### config.mk
export PLATFORM = sky130hd
export DESIGN_NAME = spi_reg_ctrl_flat
export DESIGN_NICKNAME = d
export VERILOG_FILES = /design/src/rtl/spi_reg_ctrl_pkg.sv /design/src/rtl/spi_reg_ctrl_if.sv /design/src/rtl/spi_reg_ctrl.sv /design/src/flat_wrapper.sv
export SDC_FILE = /design/constraint.sdc
export NUM_CORES = 1
export LEC_CHECK = 0
export CAP_MARGIN = 25
export CORE_AREA = 2 2 71 73
export DETAILED_ROUTE_END_ITERATION = 8
export DIE_AREA = 0 0 73 75
export PLACE_DENSITY = 0.57
export SLEW_MARGIN = 25
export SYNTH_ARGS = -nofsm -noshare
export SYNTH_HDL_FRONTEND = slang
export SYNTH_SLANG_ARGS = --single-unit
### constraint.sdc
create_clock -name clk -period 3.94 [get_ports clk]
set_input_delay 0.788 -clock clk [delete_from_list [all_inputs] [get_ports clk]]
set_output_delay 0.788 -clock clk [all_outputs]
set_load 0.02 [all_outputs]
### src/rtl/spi_reg_ctrl_pkg.sv
// spi_reg_pkg: FSM state codes and fixed bytes shared by the SPI register controller
package spi_reg_pkg;
  localparam logic [2:0] IDLE    = 3'd0;
  localparam logic [2:0] CMD     = 3'd1;
  localparam logic [2:0] WR      = 3'd2;
  localparam logic [2:0] RD_REQ  = 3'd3;
  localparam logic [2:0] RD_CAP  = 3'd4;
  localparam logic [2:0] RD_DATA = 3'd5;
  localparam logic [2:0] DISCARD = 3'd6;
  localparam int CMD_RD_BIT = 7;
  localparam logic [7:0] DISCARD_BYTE = 8'hFF;
  localparam logic [7:0] STATUS_BYTE = 8'hA5;
endpackage

### src/rtl/spi_reg_ctrl_if.sv
// spi_reg_ctrl_if: shifter byte handshake plus register-file bus around the SPI command sequencer
interface spi_reg_ctrl_if #(parameter int ADDR_W = 4);
  logic frame_active;
  logic rx_valid;
  logic [7:0] rx_byte;
  logic [7:0] tx_byte;
  logic tx_load;
  logic [ADDR_W-1:0] reg_addr;
  logic [7:0] reg_wdata;
  logic reg_we;
  logic reg_re;
  logic [7:0] reg_rdata;
  logic busy;
  logic [3:0] err_cnt;
  modport master (
    input  frame_active, rx_valid, rx_byte, reg_rdata,
    output tx_byte, tx_load, reg_addr, reg_wdata, reg_we, reg_re, busy, err_cnt
  );
  modport slave (
    output frame_active, rx_valid, rx_byte, reg_rdata,
    input  tx_byte, tx_load, reg_addr, reg_wdata, reg_we, reg_re, busy, err_cnt
  );
endinterface

### src/rtl/spi_reg_ctrl.sv
// spi_reg_ctrl: SPI command/register sequencer; define SPI_REG_CTRL_AUTOINC_EN for address auto-increment
module spi_reg_ctrl #(
  parameter int ADDR_W = 4,
  parameter logic [7:0] STATUS_BYTE = spi_reg_pkg::STATUS_BYTE
) (
  input logic clk,
  input logic rst,
  spi_reg_ctrl_if.master bus
);
  import spi_reg_pkg::*;
  logic [2:0] state_q, state_d;
  logic [7:0] tx_byte_q, tx_byte_d, wdata_q, wdata_d;
  logic tx_load_q, tx_load_d, we_q, we_d, re_q, re_d, busy_q;
  logic [ADDR_W-1:0] addr_q, addr_d, addr_nx;
  logic [3:0] err_q, err_d;
  logic legal;
  assign legal = (bus.rx_byte[6:0] >> ADDR_W) == 7'd0;
`ifdef SPI_REG_CTRL_AUTOINC_EN
  assign addr_nx = addr_q + 1'b1;
`else
  assign addr_nx = addr_q;
`endif
  always_comb begin
    state_d = state_q;
    tx_byte_d = tx_byte_q;
    tx_load_d = 1'b0;
    addr_d = addr_q;
    wdata_d = wdata_q;
    we_d = 1'b0;
    re_d = 1'b0;
    err_d = err_q;
    if (state_q != IDLE && !bus.frame_active) state_d = IDLE;
    else case (state_q)
      IDLE: if (bus.frame_active) begin
        state_d = CMD;
        tx_byte_d = STATUS_BYTE;
        tx_load_d = 1'b1;
      end
      CMD: if (bus.rx_valid) begin
        if (!legal) begin
          state_d = DISCARD;
          tx_byte_d = DISCARD_BYTE;
          tx_load_d = 1'b1;
          err_d = err_q + {3'd0, err_q != 4'hF};
        end else begin
          addr_d = bus.rx_byte[ADDR_W-1:0];
          state_d = bus.rx_byte[CMD_RD_BIT] ? RD_REQ : WR;
          re_d = bus.rx_byte[CMD_RD_BIT];
        end
      end
      WR: begin
        if (we_q) addr_d = addr_nx;
        if (bus.rx_valid) begin
          we_d = 1'b1;
          wdata_d = bus.rx_byte;
        end
      end
      RD_REQ: state_d = RD_CAP;
      RD_CAP: begin
        state_d = RD_DATA;
        tx_byte_d = bus.reg_rdata;
        tx_load_d = 1'b1;
      end
      // the strobe is issued together with the new address so both land in RD_REQ
      RD_DATA: if (bus.rx_valid) begin
        state_d = RD_REQ;
        addr_d = addr_nx;
        re_d = 1'b1;
      end
      default: ;
    endcase
  end
  always_ff @(posedge clk or posedge rst) begin
    if (rst) begin
      state_q <= IDLE;
      tx_byte_q <= '0;
      tx_load_q <= 1'b0;
      addr_q <= '0;
      wdata_q <= '0;
      we_q <= 1'b0;
      re_q <= 1'b0;
      err_q <= '0;
      busy_q <= 1'b0;
    end else begin
      state_q <= state_d;
      tx_byte_q <= tx_byte_d;
      tx_load_q <= tx_load_d;
      addr_q <= addr_d;
      wdata_q <= wdata_d;
      we_q <= we_d;
      re_q <= re_d;
      err_q <= err_d;
      busy_q <= state_d != IDLE;
    end
  end
  assign bus.tx_byte = tx_byte_q;
  assign bus.tx_load = tx_load_q;
  assign bus.reg_addr = addr_q;
  assign bus.reg_wdata = wdata_q;
  assign bus.reg_we = we_q;
  assign bus.reg_re = re_q;
  assign bus.busy = busy_q;
  assign bus.err_cnt = err_q;
endmodule

### src/flat_wrapper.sv
// flat-port wrapper written by rule: the top's interface ports become plain ports
module spi_reg_ctrl_flat import spi_reg_pkg::*;
#(
  parameter int ADDR_W = 4,
  parameter logic [7:0] STATUS_BYTE = spi_reg_pkg::STATUS_BYTE
)
  (clk, rst, bus_frame_active, bus_rx_valid, bus_rx_byte, bus_reg_rdata, bus_tx_byte, bus_tx_load, bus_reg_addr, bus_reg_wdata, bus_reg_we, bus_reg_re, bus_busy, bus_err_cnt);
  spi_reg_ctrl_if #(.ADDR_W(ADDR_W)) bus_i ();
  input logic clk;
  input logic rst;
  input wire logic [$bits(bus_i.frame_active)-1:0] bus_frame_active;
  input wire logic [$bits(bus_i.rx_valid)-1:0] bus_rx_valid;
  input wire logic [$bits(bus_i.rx_byte)-1:0] bus_rx_byte;
  input wire logic [$bits(bus_i.reg_rdata)-1:0] bus_reg_rdata;
  output wire logic [$bits(bus_i.tx_byte)-1:0] bus_tx_byte;
  output wire logic [$bits(bus_i.tx_load)-1:0] bus_tx_load;
  output wire logic [$bits(bus_i.reg_addr)-1:0] bus_reg_addr;
  output wire logic [$bits(bus_i.reg_wdata)-1:0] bus_reg_wdata;
  output wire logic [$bits(bus_i.reg_we)-1:0] bus_reg_we;
  output wire logic [$bits(bus_i.reg_re)-1:0] bus_reg_re;
  output wire logic [$bits(bus_i.busy)-1:0] bus_busy;
  output wire logic [$bits(bus_i.err_cnt)-1:0] bus_err_cnt;
  assign bus_i.frame_active = bus_frame_active;
  assign bus_i.rx_valid = bus_rx_valid;
  assign bus_i.rx_byte = bus_rx_byte;
  assign bus_i.reg_rdata = bus_reg_rdata;
  assign bus_tx_byte = bus_i.tx_byte;
  assign bus_tx_load = bus_i.tx_load;
  assign bus_reg_addr = bus_i.reg_addr;
  assign bus_reg_wdata = bus_i.reg_wdata;
  assign bus_reg_we = bus_i.reg_we;
  assign bus_reg_re = bus_i.reg_re;
  assign bus_busy = bus_i.busy;
  assign bus_err_cnt = bus_i.err_cnt;
  spi_reg_ctrl #(.ADDR_W(ADDR_W), .STATUS_BYTE(STATUS_BYTE)) u_core (.clk(clk), .rst(rst), .bus(bus_i));
endmodule
After elaboration in Yosys (flattened, before gate mapping)
Cells that the tools add are included.
{"block": "classes", "multipliers": 0, "muxes": 23, "shift": 0, "n_eq_ne": 9, "bitwise_logic": 2, "reduce_logical": 11, "addsub": 1, "magnitude_cmp": 0, "div": 0}
{"cell": "two-way mux 8 bit", "n": 3}
{"cell": "one-hot mux 8 bit (3 select lines)", "n": 1}
{"cell": "two-way mux 3 bit", "n": 5}
{"cell": "one-hot mux 3 bit (5 select lines)", "n": 1}
{"cell": "two-way mux 1 bit", "n": 11}
{"cell": "nonzero test 3 bit", "n": 3}
{"cell": "AND reduction 4 bit", "n": 2}
{"cell": "logical NOT 7 bit", "n": 1}
{"cell": "== test 3 x 2 -> 1 bit (second input constant)", "n": 2}
{"cell": "== test 3 bit (second input constant)", "n": 2}
{"cell": "inequality test 2 bit (second input constant)", "n": 3}
{"cell": "AND reduction 5 bit", "n": 1}
{"cell": "adder 4 x 1 -> 4 bit", "n": 1}
{"cell": "inequality test 4 bit (second input constant)", "n": 1}
{"cell": "== test 3 x 1 -> 1 bit (second input constant)", "n": 1}
{"cell": "logical NOT 3 bit", "n": 1}
{"cell": "one-hot mux 1 bit (3 select lines)", "n": 1}
{"cell": "AND reduction 3 bit", "n": 1}
{"cell": "inverter 1 bit", "n": 2}
{"cell": "one-hot mux 1 bit (2 select lines)", "n": 1}
{"cell": "logical AND 1 bit", "n": 1}
{"cell": "logical NOT 1 bit", "n": 1}
{"block": "totals", "latchBits": 0, "rom_bits": 0, "n_memories": 0, "input_bits": 20, "ram_bits": 0, "regBits": 31, "wordCells": 55}

Logic depth before layout (Yosys ltp)
Gate-level depths: netlist of the first run.
{"block": "depth", "ltp_word": 6, "mapped_depth": 5, "mapped_depth_nobuf": 5}

Worst setup path before layout of the first run
No wires, ideal clock.
{"block": "synth_path", "kind": "in2reg", "start": "in bus_rx_byte[4]", "end": "reg u_core.addr_q[0] (netlist: u_core.bus.reg_addr[0])", "setup_ps": 125, "stages": 3, "slack_ps": 2070, "arrival_time_ps": 1745, "path_cell_list": "or3_4 nor3_4 mux2_2"}
{"block": "synth_via", "elab_chain_cells": 2}
{"element": "start, declared", "line": "flat_wrapper.sv:13", "rtl": "input wire logic [$bits(bus_i.rx_byte)-1:0] bus_rx_byte;"}
{"element": "logical NOT 7 bit", "line": "spi_reg_ctrl.sv:17", "rtl": "assign legal = (bus.rx_byte[6:0] >> ADDR_W) == 7'd0;"}
{"element": "AND reduction 4 bit (no line)"}
{"element": "end signal, assigned", "line": "spi_reg_ctrl.sv:88", "rtl": "addr_q <= addr_d;"}
{"element": "end, declared", "line": "spi_reg_ctrl.sv:14", "rtl": "logic [ADDR_W-1:0] addr_q, addr_d, addr_nx;"}
Every way passes these cells.
A chain may end at the register's enable or synchronous reset.

Final worst setup path of the first run
{"block": "layout_path", "start": "in bus_rx_byte[4]", "end": "reg u_core.addr_q[3] (netlist: u_core.bus.reg_addr[3])"}
Same word-level chain as after synthesis.

==> results of run 1 <==
layer usage:
layer	global-route usage (%)	part of all wire, %	vias to the layer above
li1	-	-	500
met1	15.20	45	499
met2	18.62	46	36
met3	3.748	6.8	5
met4	6.790	1.5	0
met5	0	0	-
final timing paths:
check                           cells after the start  slack (ns)                             endpoint                               from
max in group asynchronous                           2        2.60  u_core.bus.reg_wdata[4]$_DFFE_PP0P_                                rst
min in group asynchronous                           2        0.92          u_core.bus.reg_we$_DFF_PP0_                                rst
worst min register to register                      1        0.49    u_core.bus.err_cnt[3]$_DFFE_PP0P_  u_core.bus.err_cnt[3]$_DFFE_PP0P_
worst max-delay path                                4        1.79   u_core.bus.reg_addr[3]$_DFFE_PP0P_                     bus_rx_byte[4]
worst max register to register                      3        2.26  u_core.bus.reg_wdata[4]$_DFFE_PP0P_        u_core.state_q[2]$_DFF_PP0_
worst min-delay path                                1        0.49    u_core.bus.err_cnt[3]$_DFFE_PP0P_  u_core.bus.err_cnt[3]$_DFFE_PP0P_
cell type report:
cell class	count	area, um^2
clock buffers	6	82.58
flip-flops and latches	31	775.7
fillers	454	2676
clock inverters	1	5.005
well taps	54	67.56
multi-input cells	69	553.0
inverters	8	30.03
repair buffers	47	470.5
state kept, by name (all words and copies together), names as in the netlist:
signal	flops
u_core.bus.busy	1
u_core.bus.err_cnt	4
u_core.bus.reg_addr	4
u_core.bus.reg_re	1
u_core.bus.reg_wdata	8
u_core.bus.reg_we	1
u_core.bus.tx_byte	8
u_core.bus.tx_load	1
u_core.state_q	3
worst max-delay path, delay by kind of cell:
family	cells	cell delay (ns)
buffers and inverters	1	0.44
muxes	1	0.37
and+or+nand+nor	2	0.71
cell families after synthesis:
kind of cell,count (synthesis)
AO/OA/AOI/OAI,25
XOR/XNOR,2
adder cells (fa/ha/maj),2
buffers and inverters,14
flip-flops,31
multiplexers,14
AND/OR/NAND/NOR,26
power breakdown:
part           internal [mW]  leakage, nW  total, mW  switching, mW
registers              0.393        0.381      0.459         0.0660
logic                  0.204        0.441      0.381          0.177
clock network          0.137       0.0470      0.246          0.110
total                  0.733        0.869       1.09          0.353
through the flow:
step | setup WS (ns) | power [mW] | utilization, % | hold slack (ns) | area (um^2)
after global placement | 1.483 | 0.8407 | 40.70 | 0.4853 | 1897
final | 1.786 | 1.086 | 42.58 | 0.4937 | 1984
after CTS | 1.772 | 1.102 | 42.58 | 0.5005 | 1984
after global routing | 1.648 | 1.155 | 42.58 | 0.5288 | 1984
after floorplan | 2.070 | 0.6494 | - | 0.5743 | 1385
after detailed placement | 1.469 | 0.8500 | 40.70 | 0.4853 | 1897
Yosys cell counts (all sizes together):
master and instances:
ha 2, nor2b 6, nand4bb 1, nor3 3
mux2 14, nand3 1, a21boi 1, nor4b 1
nor2 5, inv 8, or3 1, a211oi 6
a311oi 1, xor2 2, a31oi 4, o21ai 1
or3b 1, o22ai 4, a21oi 8, nand4b 2
dfrtp 31, buf 2, nor4 1, clkbuf 4
nand2 3, nand4 1
==> results.md, run 1 <==
* Rows at 25
* Final period utilization at 54.68%
* Clock Latency Late Sink at 0.28 ns
* Synth area leader: dfrtp_1
* Io pins at 48
* Root buf cell: clkbuf_8
* HP Class: flip-flop to flip-flop
* GRT Util Overall at 12.12%
* Hold-fix buffers at CTS at 0
* Largest net degree at the start of global routing at 32
* Worst EP required at 4.10 ns
* Setup TNS Final at 0 ns
* Crit path max-delay cell type: clkdlybuf4s50_1
* Layout Cells excl Fill at 216
* CTS tree: built
* Register bit total from synthesis at 31
* Clock sink count at 31
* Commonest non-fill, non-tap cell in the layout: clkdlybuf4s50_1
* PD cells at 547.3 nW/um^2
* Synth warn at 0
* Wire per inst at 14.33 um
* Final min period at 2.154 ns
* Post-route ant nets at 0
* Residual DRC at 0
* Number of global-route vias before repair at 1013
* Top cells by area, synth: dfrtp_1 (56%), mux2_2 (11%), a211oi_1 (3.3%)
* Routability Congestion at 0.7868
* Mux contribution to synthesized area at 11.38%
* Vias post-DR at 1040
* Core area at 4661 um^2
* RSZ-0062 raised after global routing: false
* Die width at 73 um
* Htree depth at 2
* Sequential share of the synthesized area at 56.01%
* Fin. Hold Viols at 0
* Total grt overflow at 0
* Area fraction of the dominant cell type after synthesis at 56.01%
* Max Freq at 464.2 MHz
* Leak at 0.8689 nW
* Die Footprint at 5475 um^2
* Post-Route WL at 3096 um
* First-pass GRT wire length at 4988 um
* Via density at 4.815
* CTS resizes at 0
* Postcts setup bufs at 0
* Buffers added on ports at 47
* Ant. Diodes at 0
* CTS clock-pin slew for the worst setup and hold paths at 0.06 ns
* Slew HR at 56.09%
* Cell area after synthesis at 1385 um^2
* CTS buffer count at 5
* Maxcap violations at 0
* Combinational family with the most area after synthesis: simple AND/OR/NAND/NOR gates
* Layout cell share with drive strength beyond 1 at 17.28%
* Complex-gate fraction of the synthesized area at 11.29%
* Crit-path max cell delay at 0.44 ns
* XOR/XNOR share of the synthesized area at 1.265%
* Net count after synthesis at 136
* Clk buf depth at 2
* Adder-Cell Fraction of Synth Area at 1.807%
* Status: finished clean
* Cells after Synth at 114
* Critical-path cell list: clkdlybuf4s50_1, or3_4, nor3_4, mux2_2
* Endpoint class of the critical path: flip-flop
* Simple logic cell fraction of the synthesized area at 14.18%
* Initial DRC count at 55
* TritonRoute pass-1 iters at 4
* Setup skew after layout at 0.003449 ns
* Critical Path Fanout Max at 4
* Most frequent cells in the layout: clkdlybuf4s50_1 (47), dfrtp_1 (31), mux2_2 (14)
* Die height at 75 um
* Setup-failing EPs final at 0
* Post-synth cell types at 29
* Syn Area/Cell at 12.15 um^2
* Critical path launch point type: primary input
* Initial Utilization at 29.72%
* Arrival @ worst endpoint at 2.32 ns
* Net count reported at finish at 184
* Final Max Slew Viols at 0
* P&R area growth vs syn at 43.27%
* Maximum vdd drop at 0.0002805 V
* Worst Setup Path Type: primary input to flip-flop
* Worst-Margin Slew at 0.6536 ns
* Hpwl dp at 2258 um
* Initial antenna violation count at 0
* Placed Instances at 209
Note: power is estimated with default switching activity, not from simulation.
==> run 2, diff against run 1 <==
==> constraint.sdc (replaced) <==
create_clock -name clk -period 2.2 [get_ports clk]
set_input_delay 0.44 -clock clk [delete_from_list [all_inputs] [get_ports clk]]
set_output_delay 0.44 -clock clk [all_outputs]
set_load 0.02 [all_outputs]
==> results.md, run 2 (synthesis gave the netlist of run 1 again) <==
* Critical path launch point type: primary input
* CTS tree: built
* Die height at 75 um
* Vias post-DR at 1069
* FF-to-FF setup slack at 0.48 ns
* CP delay by family, top: simple AND/OR/NAND/NOR gates
* Status: finished clean
* Clk buf depth at 2
* Critical-path cell list: clkdlybuf4s50_1, or3_4, nor3_4, mux2_2
* Rows at 25
* Fin. Hold Viols at 0
* Slew HR at 63.61%
* Io pins at 48
* Setup TNS Final at 0 ns
* Commonest non-fill, non-tap cell in the layout: clkdlybuf4s50_1
* Worst-Margin Slew at 0.5458 ns
* Die Footprint at 5475 um^2
* Routability Congestion at 0.7341
* CTS resizes at 0
* RSZ-0062 raised after global routing: false
* CTS buffer count at 5
* Met3 Track Usage GR at 3.347%
* Hold-fix buffers at CTS at 0
* Largest net degree at the start of global routing at 32
* Wire per inst at 14.02 um
* Final Max Slew Viols at 0
* Die width at 73 um
* Maxcap violations at 0
* Core area at 4661 um^2
* Most frequent cells in the layout: clkdlybuf4s50_1 (47), dfrtp_1 (31), mux2_2 (14)
* Critical Path Fanout Max at 4
* HP Class: flip-flop to flip-flop
* Worst EP required at 2.37 ns
* Pwr Total at 2.081 mW
* Final period utilization at 81.74%
* Clock sink count at 31
* Initial Utilization at 29.72%
* Met1 usage at 15.29%
* Net count reported at finish at 189
* Initial antenna violation count at 0
* Residual DRC at 0
* Leak at 0.9092 nW
* Final min period at 1.798 ns
* Post-Route WL at 3112 um
* Hpwl dp at 2234 um
* Postcts setup bufs at 0
* Busiest layer in global routing: met2
* Buffers added on ports at 47
* Arrival @ worst endpoint at 1.97 ns
* Critical path launch point: bus_rx_byte[4]
* Global routing met2 resource utilization at 19.92%
* Max Freq at 556.1 MHz
* Initial DRC count at 50
* First-pass GRT wire length at 5154 um
* RR Endpoint: u_core.bus.err_cnt[0]$_DFFE_PP0P_
* Worst R2R Path Depth at 3
* Setup-failing EPs final at 0
* WP buf/inv at 1
* Endpoint class of the critical path: flip-flop
* Total grt overflow at 0
* Via density at 4.815
* TritonRoute pass-1 iters at 6
* PD cells at 1014 nW/um^2
* Ant. Diodes at 0
* Clock Latency Late Sink at 0.28 ns
* Worst Setup Path Type: primary input to flip-flop
* Crit path max-delay cell type: clkdlybuf4s50_1
* Htree depth at 2
* Worst R2R Start: u_core.state_q[0]$_DFF_PP0_
* GRT Util Overall at 12.60%
* Root buf cell: clkbuf_8
* WP depth at 4
* Crit-path max cell delay at 0.45 ns
* Layout cell share with drive strength beyond 1 at 19.64%
* P&R area growth vs syn at 48.15%
* Number of global-route vias before repair at 1104
* CTS clock-pin slew for the worst setup and hold paths at 0.07 ns
* Post-route ant nets at 0
* Final Util at 44.03%
* Maximum vdd drop at 0.0006956 V
* Setup crit end: u_core.bus.reg_addr[1]$_DFFE_PP0P_
* Fillers at 425
* Setup skew after layout at 0.003010 ns
[run 2: cell count changes in the layout (fill, tap and decap cells not counted), sizes merged]
cell	before	now
buf	0	5
bufinv	0	1
[run 2: worst register-to-register path, cell delays in order, from the launching register on]
cell,delay [ns]
dfrtp_1,0.69
nand4b_4,0.24
nor3_1,0.31
mux2_2,0.37
[run 2: how the worst min path moves through the flow]
stage	startpoint	end	slack, ns	depth (start not counted)
after global routing	u_core.bus.err_cnt[3]$_DFFE_PP0P_	u_core.bus.err_cnt[3]$_DFFE_PP0P_	0.51	1
after floorplan	rst	u_core.bus.busy$_DFF_PP0_	0.54	1
after global placement	u_core.bus.err_cnt[3]$_DFFE_PP0P_	u_core.bus.err_cnt[3]$_DFFE_PP0P_	0.49	1
after CTS	u_core.bus.err_cnt[3]$_DFFE_PP0P_	u_core.bus.err_cnt[3]$_DFFE_PP0P_	0.51	1
final	u_core.bus.err_cnt[3]$_DFFE_PP0P_	u_core.bus.err_cnt[3]$_DFFE_PP0P_	0.49	1
after detailed placement	u_core.bus.reg_wdata[5]$_DFFE_PP0P_	u_core.bus.reg_wdata[5]$_DFFE_PP0P_	0.49	1
[run 2: area by class of cell]
type	instances	area, um^2	area share [%]
flip-flops and latches	31	775.7	37.80
multi-input cells	69	553.0	26.95
repair buffers	52	508.0	24.76
clock buffers	6	82.58	4.024
well taps	54	67.56	3.293
clock inverters	2	35.03	1.707
inverters	8	30.03	1.463
[run 2: per-layer routing]
layer  wire, um  part of all wire [%]
met4         67                   2.2
met1       1352                    43
met5          0                     0
met2       1492                    48
met3        201                   6.5
[run 2: where the power goes]
| group | leakage, nW | internal [mW] | switching [mW] |
|---|---|---|---|
| clock network | 0.0612 | 0.366 | 0.209 |
| registers | 0.381 | 0.704 | 0.108 |
| logic | 0.468 | 0.372 | 0.323 |
[run 2: stage by stage]
| stage | worst slack (ns) | instance area [um^2] | std cells | hold slack [ns] |
|---|---|---|---|---|
| finish | 0.4016 | 2052 | 222 | 0.4935 |
| global route | 0.3092 | 2052 | 222 | 0.5143 |
| CTS | 0.3849 | 2052 | 222 | 0.5085 |
| detailed placement | 0.08258 | 1934 | 214 | 0.4922 |
| global placement | 0.1050 | 1934 | 214 | 0.4852 |
| floorplan | 0.6783 | 1385 | 114 | 0.5376 |
==> run 3, diff against run 2 <==
--- a/config.mk
+++ b/config.mk
@@ -9,7 +9,7 @@
 export CORE_AREA = 2 2 71 73
 export DETAILED_ROUTE_END_ITERATION = 8
 export DIE_AREA = 0 0 73 75
-export PLACE_DENSITY = 0.57
+export PLACE_DENSITY = 0.59
 export SLEW_MARGIN = 25
 export SYNTH_ARGS = -nofsm -noshare
 export SYNTH_HDL_FRONTEND = slang
==> constraint.sdc (replaced) <==
create_clock -name clk -period 1.5 [get_ports clk]
set_input_delay 0.3 -clock clk [delete_from_list [all_inputs] [get_ports clk]]
set_output_delay 0.3 -clock clk [all_outputs]
set_load 0.02 [all_outputs]
==> results.md, run 3 (synthesis gave the netlist of run 1 again) <==
* Final period utilization at 94.37%
* Maxcap violations at 0
* Routability Congestion at 0.7870
* Worst R2R Start: u_core.state_q[1]$_DFF_PP0_
* Number of global-route vias before repair at 1080
* Post-route ant nets at 0
* Initial DRC count at 59
* Arrival @ worst endpoint at 1.58 ns
* Setup-failing EPs final at 0
* Postcts setup bufs at 0
* Status: finished clean
* Worst hold slack at 0.3402 ns
* Slew HR at 77.03%
* CTS tree: built
* RSZ-0062 raised after global routing: false
* HP Class: primary input to asynchronous set/reset pin
* Worst Setup Path Type: flip-flop to flip-flop
* P&R area growth vs syn at 48.78%
* Worst R2R Path Depth at 3
* Cell area after layout at 2061 um^2
* Largest net degree at the start of global routing at 20
* Dpl cell area at 2009 um^2
* Worst-Margin Slew at 0.3438 ns
* Root buf cell: clkbuf_8
* Hold-fix buffers at CTS at 0
* Critical-path cell list: nand4b_4, nor3_4, mux2_2
* Commonest non-fill, non-tap cell in the layout: dlygate4sd2_1
* Initial antenna violation count at 0
* Clk buf depth at 2
* TritonRoute pass-1 iters at 4
* Final Max Slew Viols at 0
* Wire per inst at 14.03 um
* Critical Path Fanout Max at 5
* Post-Route WL at 3241 um
* FF-to-FF setup slack at 0.08 ns
* Setup skew after layout at 0.004562 ns
* Buffers added on ports at 47
* Net count reported at finish at 199
* Io pins at 48
* Die height at 75 um
* Clock sink count at 31
* Residual DRC at 0
* CTS buffer count at 5
* Endpoint class of the critical path: flip-flop
* Clock Latency Late Sink at 0.27 ns
* Die Footprint at 5475 um^2
* Max Freq at 706.4 MHz
* RR Endpoint: u_core.bus.reg_addr[0]$_DFFE_PP0P_
* Rows at 25
* Layout cell share with drive strength beyond 1 at 24.29%
* Crit-path max cell delay at 0.42 ns
* Total grt overflow at 0
* Crit path max-delay cell type: dfrtp_1
* Hpwl dp at 2512 um
* Die width at 73 um
* Critical path launch point type: flip-flop
* Initial Utilization at 29.72%
* Htree depth at 2
* Ant. Diodes at 0
* Leak at 1.011 nW
* CP delay by family, top: simple AND/OR/NAND/NOR gates
* Final min period at 1.416 ns
* Maximum vdd drop at 0.0005373 V
* Fin. Hold Viols at 0
* Via density at 4.784
* CTS clock-pin slew for the worst setup and hold paths at 0.06 ns
* WP buf/inv at 0
* First-pass GRT wire length at 5250 um
* Worst EP required at 1.66 ns
* Most frequent cells in the layout: dlygate4sd2_1 (33), dfrtp_1 (30), buf_4 (15)
* GRT Util Overall at 12.89%
* Vias post-DR at 1105
* Core area at 4661 um^2
* PD cells at 1326 nW/um^2
run 3: changes by cell type in the layout (fill, tap and decap cells not counted), sizes merged:
cell	delta
bufinv	-1
buf	+10
dlygate4sd2	+33
clkdlybuf4s50	-33
run 3: area by class of cell:
class                      instances  area (um^2)
tap                               54        67.56
timing repair buffer              62        541.8
multi-input combinational         69        556.8
clock inverter                     1        5.005
sequential                        31        777.0
fill                             448         2600
clock buffer                       6        82.58
inverter                           8        30.03
run 3: worst min-delay path: stages:
cell,delay (ns)
clkdlybuf4s50_1,0.40
inv_1,0.07
buf_4,0.20
run 3: worst max path at each step:
stage                                 startpoint                            endpoint  cells after the start
6_report             u_core.state_q[1]$_DFF_PP0_  u_core.bus.reg_addr[0]$_DFFE_PP0P_                      3
5_1_grt              u_core.state_q[1]$_DFF_PP0_  u_core.bus.reg_addr[0]$_DFFE_PP0P_                      3
4_1_cts              u_core.state_q[0]$_DFF_PP0_  u_core.bus.reg_addr[0]$_DFFE_PP0P_                      3
3_5_place_dp                      bus_rx_byte[5]  u_core.bus.reg_addr[3]$_DFFE_PP0P_                      4
3_3_place_gp                      bus_rx_byte[4]  u_core.bus.reg_addr[2]$_DFFE_PP0P_                      4
2_1_floorplan  u_core.bus.err_cnt[1]$_DFFE_PP0P_   u_core.bus.err_cnt[1]$_DFFE_PP0P_                      4
run 3: through the flow:
step                power [mW]  std cells  setup TNS [ns]  worst slack (ns)  util (%)
floorplan                1.706        114               0           0.06390         -
detailed placement       2.257        224          -8.521           -0.4050     43.11
global placement         2.238        224          -7.614           -0.3609     43.11
CTS                      2.770        231               0           0.06312     44.19
finish                   2.732        231               0           0.08439     44.21
global route             2.905        231               0          0.003522     44.21
run 3: per-layer routing:
layer	up-vias	share of wire, %	routed length (um)	GRT usage [%]
met5	-	0	0	0
met4	0	1.0	34	4.321
met3	4	6.8	221	4.685
met2	42	48	1541	20.72
met1	525	45	1443	16.16
li1	534	-	-	-
run 3: power by group:
part,internal (mW),switching (mW)
Clock,0.359,0.284
Combinational,0.427,0.487
Sequential,1.03,0.142
Total,1.82,0.913
run 3: repair_timing:
item,4_1_cts,5_1_grt
pin swaps,2,0
gates resized for setup,34,1
endpoints found under the setup margin,52,3
